**config.mk**
```make
export PLATFORM = sky130hd
export DESIGN_NAME = serial_eq_driver
export DESIGN_NICKNAME = d
export VERILOG_FILES = /design/src/rtl/serial_eq_driver.sv
export SDC_FILE = /design/constraint.sdc
export NUM_CORES = 1
export LEC_CHECK = 0
export BUFFER_PORTS_ARGS = -buffer_cell sky130_fd_sc_hd__buf_2
export CAP_MARGIN = 20
export CORE_ASPECT_RATIO = 1.1
export CORE_MARGIN = 2
export CORE_UTILIZATION = 35
export DETAILED_ROUTE_END_ITERATION = 10
export GPL_ROUTABILITY_DRIVEN = 0
export GPL_TIMING_DRIVEN = 0
export PLACE_DENSITY = 0.64
export SLEW_MARGIN = 5
export SYNTH_ARGS = -nofsm -noshare
export SYNTH_HDL_FRONTEND = slang
export SYNTH_SLANG_ARGS = --single-unit
```
**constraint.sdc**
```tcl
create_clock -name clk -period 1.7 [get_ports clk]
set_clock_uncertainty 0.2 [all_clocks]
set_input_delay 0.425 -clock clk [delete_from_list [all_inputs] [get_ports clk]]
set_output_delay 0.425 -clock clk [all_outputs]
set_load 0.1 [all_outputs]
```
**src/rtl/serial_eq_driver.sv**
```systemverilog
// ---------------------------------------------------------------------------
// serial_eq_driver
//
// Initiator side of a bit-serial word equality check. Two WIDTH-bit words are
// captured through a valid/ready handshake. They are then presented LSB-first,
// one bit pair per clock, to an external combinational 1-bit comparator. The
// comparator's verdict (c_in) is sampled every SHIFT cycle. The driver reports
// whether the words matched and where the first mismatch occurred.
//
// Ports:
//   clk          in   system clock, rising-edge active
//   rst          in   asynchronous active-high reset
//   start_valid  in   request to compare word_a against word_b
//   start_ready  out  high only in IDLE; handshake = start_valid && start_ready
//   word_a       in   [WIDTH-1:0] first operand, captured at the handshake
//   word_b       in   [WIDTH-1:0] second operand, captured at the handshake
//   a_bit        out  current serial bit of word_a (0 outside SHIFT)
//   b_bit        out  current serial bit of word_b (0 outside SHIFT)
//   c_in         in   comparator result, 1 = current bits equal
//   busy         out  high in SHIFT and DONE
//   done         out  one-cycle pulse when the result becomes valid
//   equal        out  1 when every bit pair matched; held until next handshake
//   mismatch_idx out  [IDXW-1:0] lowest mismatching bit index, 0 when equal
//
// Timing: handshake at edge k -> SHIFT cycles k..k+WIDTH-1 -> done in cycle
// k+WIDTH -> start_ready again in cycle k+WIDTH+1.
// ---------------------------------------------------------------------------
module serial_eq_driver #(
    parameter int WIDTH = 8,
    parameter int IDXW  = $clog2(WIDTH)
) (
    input  logic             clk,
    input  logic             rst,
    input  logic             start_valid,
    output logic             start_ready,
    input  logic [WIDTH-1:0] word_a,
    input  logic [WIDTH-1:0] word_b,
    output logic             a_bit,
    output logic             b_bit,
    input  logic             c_in,
    output logic             busy,
    output logic             done,
    output logic             equal,
    output logic [IDXW-1:0]  mismatch_idx
);

    typedef enum logic [1:0] {
        ST_IDLE  = 2'd0,
        ST_SHIFT = 2'd1,
        ST_DONE  = 2'd2
    } state_t;

    localparam logic [IDXW-1:0] CNT_LAST = IDXW'(WIDTH - 1);

    state_t           state_reg;
    logic [WIDTH-1:0] sh_a_reg;
    logic [WIDTH-1:0] sh_b_reg;
    logic [WIDTH-1:0] sh_a_next;
    logic [WIDTH-1:0] sh_b_next;
    logic [IDXW-1:0]  cnt_reg;
    logic             equal_reg;
    logic [IDXW-1:0]  mismatch_idx_reg;

    // Right-shift by one with zero fill: the next LSB to present moves into
    // bit 0 while the vacated MSB is cleared.
    genvar gi;
    generate
        for (gi = 0; gi < WIDTH; gi++) begin : g_shift
            if (gi == WIDTH - 1) begin : g_msb
                assign sh_a_next[gi] = 1'b0;
                assign sh_b_next[gi] = 1'b0;
            end else begin : g_mid
                assign sh_a_next[gi] = sh_a_reg[gi + 1];
                assign sh_b_next[gi] = sh_b_reg[gi + 1];
            end
        end
    endgenerate

    always_ff @(posedge clk or posedge rst) begin
        if (rst) begin
            state_reg        <= ST_IDLE;
            sh_a_reg         <= '0;
            sh_b_reg         <= '0;
            cnt_reg          <= '0;
            equal_reg        <= 1'b0;
            mismatch_idx_reg <= '0;
        end else begin
            case (state_reg)
                ST_IDLE: begin
                    if (start_valid) begin
                        sh_a_reg         <= word_a;
                        sh_b_reg         <= word_b;
                        cnt_reg          <= '0;
                        equal_reg        <= 1'b1;
                        mismatch_idx_reg <= '0;
                        state_reg        <= ST_SHIFT;
                    end
                end

                ST_SHIFT: begin
                    // equal_reg still high means no mismatch has been recorded
                    // yet in this run, so only the first failing index is kept.
                    if (!c_in && equal_reg) begin
                        equal_reg        <= 1'b0;
                        mismatch_idx_reg <= cnt_reg;
                    end
                    sh_a_reg <= sh_a_next;
                    sh_b_reg <= sh_b_next;
                    if (cnt_reg == CNT_LAST) begin
                        cnt_reg   <= '0;
                        state_reg <= ST_DONE;
                    end else begin
                        cnt_reg <= cnt_reg + IDXW'(1);
                    end
                end

                ST_DONE: begin
                    state_reg <= ST_IDLE;
                end

                default: begin
                    state_reg <= ST_IDLE;
                end
            endcase
        end
    end

    // All outputs are decoded directly from flops; nothing passes through
    // combinationally from an input.
    assign start_ready  = (state_reg == ST_IDLE);
    assign busy         = (state_reg == ST_SHIFT) || (state_reg == ST_DONE);
    assign done         = (state_reg == ST_DONE);
    assign a_bit        = (state_reg == ST_SHIFT) && sh_a_reg[0];
    assign b_bit        = (state_reg == ST_SHIFT) && sh_b_reg[0];
    assign equal        = equal_reg;
    assign mismatch_idx = mismatch_idx_reg;

endmodule

```
==> flow_metrics.py <==
metrics = {
    "sta": {
        "fin_ws_ns": -0.282,
        "grt_setup_unrepaired": "yes",
        "tightest_slew_ns": 0.964,
        "hold_slack_ns": 0.0958,
        "final-hold-violation-count": 0,
        "timing.fmax_mhz": 505,
        "slew_headroom_pct": 35.6,
        "drv_slew": 0,
        "min_period_ns": 1.98,
        "min_period_over_period_pct": 117,
        "setup_viol": 28,
    },
    "grt": {
        "antenna_found_initial": 0,
        "first_global_vias": 1077,
        "grt_usage_pct": 16.8,
        "grt_max_degree": 26,
        "grt_pass1_wl_um": 5020,
        "grt_overflow": 0,
    },
    "hold_path": {
        "min_path_type": "in -> async",
    },
    "setup_path": {
        "cp-end-kind": "output port",
        "crit_arrival_ns": 1.36,
        "worstPathMaxFanout": 3,
        "crit_required_ns": 1.07,
        "path_class": "reg -> out",
        "startpoint_type": "register",
    },
    "synthesis": {
        "synth_warnings": 0,
        "synth_nets": 147,
        "synth_top_family_by_area": "multiplexers",
        "synth_flop_cell": "dfrtp_1",
        "synth_edf_count": 0,
        "synth_cells": 120,
        "avgSynthCellArea_um2": 10.5,
        "ys_types": 21,
        "syn_area_um2": 1260,
        "async_reset_ff_share_pct": 100,
        "synthXorXnorAreaFrac_pct": 0,
        "synth-simple-area-share_pct": 9.93,
        "synth_compound_area_share_pct": 11.8,
        "ys_seq_elements": 25,
        "synth-adder-area-share_pct": 6.95,
        "synth.mux.area_fraction_pct": 16.2,
        "synth_seq_area_share_pct": 49.7,
    },
    "run_status": {
        "outcome": "finished, violations left",
        "violations": "negative setup slack",
    },
    "cts": {
        "clockRootBuffer": "clkbuf_4",
        "clock_sinks": 25,
        "clock_path_buffers": 2,
        "clk_latency_ns": 0.32,
        "clk_pin_slew_ns": 0.14,
        "cts_tree": "done",
        "cts_buffers": 3,
        "htree_levels": 1,
    },
    "floorplanning": {
        "die_w_um": 61.2,
        "rows": 22,
        "dieArea_um2": 4100,
        "start_util_pct": 37.2,
        "core_um2": 3390,
        "io_pins": 29,
        "fp.dieH_um": 66.9,
    },
    "placement": {
        "port-buffer-count": 28,
        "dp_hpwl_um": 1810,
    },
    "final_layout": {
        "fin_nets": 200,
        "final_util_pct": 59.8,
        "drive_gt1_share_pct": 57.6,
        "antenna_cells": 0,
        "layout_common_cells": "dfrtp_1, buf_2, mux2i_1",
        "syn_to_final_growth_pct": 60.8,
        "nFillCells": 296,
        "mostFrequentLayoutCell": "dfrtp_1",
    },
    "route": {
        "postRouteAntennaNets": 0,
        "drt_iter0_markers": 39,
        "dr.pass1.iters": 4,
        "drc": 0,
        "wl_per_cell_um": 14.7,
        "routed_wl_um": 3240,
        "num_vias": 1061,
        "viasPerCell": 4.82,
    },
    "run": {
        "cap_violations": 0,
    },
}
[Yosys cell counts, types with 2 or more instances]
master	instances	area share [%]
o21ai_0	13	5.2
inv_1	8	2.4
a32o_1	2	1.6
ha_1	7	7.0
nand2b_1	2	0.99
and2_1	2	0.99
dfrtp_1	25	50
o21ai_1	5	2.0
buf_2	4	1.6
mux2i_1	17	14
a21oi_1	2	0.79
nand2_1	24	7.2
[through the flow]
step / TNS (ns) / std cells / area, um^2 / setup slack [ns]
3_5_place_dp: -2.21 / 196 / 1510 / -0.284
6_report: -4.70 / 220 / 2030 / -0.282
4_1_cts: -5.54 / 219 / 1940 / -0.332
3_3_place_gp: -1.50 / 196 / 1510 / -0.261
5_1_grt: -6.71 / 220 / 2030 / -0.353
2_1_floorplan: -2.03 / 120 / 1310 / -0.140
[critical path, stage by stage, from the launching register on]
cell     delay (ns)
dfrtp_1        0.39
inv_2          0.08
buf_12         0.13
ha_4           0.27
buf_12         0.16
[kinds of logic after synthesis]
group                    count (synthesis)
buffers and inverters                   14
multiplexers                            19
adder cells (fa/ha/maj)                  7
flip-flops                              25
AO/OA/AOI/OAI                           25
AND/OR/NAND/NOR                         30
[timing repair]
action | 4_1_cts | 5_1_grt
gates resized for setup | 62 | 30
buffers inserted | 16 | 8
pin swaps | 4 | 3
setup endpoints to repair | 30 | 28
gates cloned | 3 | 0
hold buffers | 0 | 0
[worst paths after layout]
kind,slack (ns),cells past startpoint,start,endpoint
setup / recovery,-0.28,4,state_reg[1],busy
hold / removal,0.1,2,rst,mismatch_idx[1]
setup reg to reg,-0.20,9,state_reg[1],cnt_reg[0]
hold reg to reg,0.31,2,sh_a_reg[6],sh_a_reg[6]
max in group asynchronous,0.56,2,rst,equal
min in group clk,0.13,3,word_b[7],sh_b_reg[7]
[cell type report]
class / instances / area, um^2 / area share (%)
buffer: 4 / 61.3 / 3.03
clock buffer: 3 / 22.5 / 1.11
clock inverter: 1 / 5.00 / 0.247
inverter: 8 / 37.5 / 1.85
multi-input combinational: 81 / 742 / 36.6
sequential: 25 / 628 / 31.0
tap: 48 / 60.1 / 2.96
timing repair buffer: 50 / 469 / 23.2
[per-layer routing]
| metal | global-route usage [%] | wire, um | up-vias |
|---|---|---|---|
| met5 | 0 | 0 | - |
| met4 | 4.89 | 29 | 0 |
| met3 | 4.85 | 126 | 4 |
| met2 | 28.7 | 1750 | 30 |
| met1 | 20.1 | 1330 | 516 |
| li1 | - | - | 511 |
Power is not shown: default switching activity piles up to over one toggle a cycle in this logic, so the estimate is an artifact.
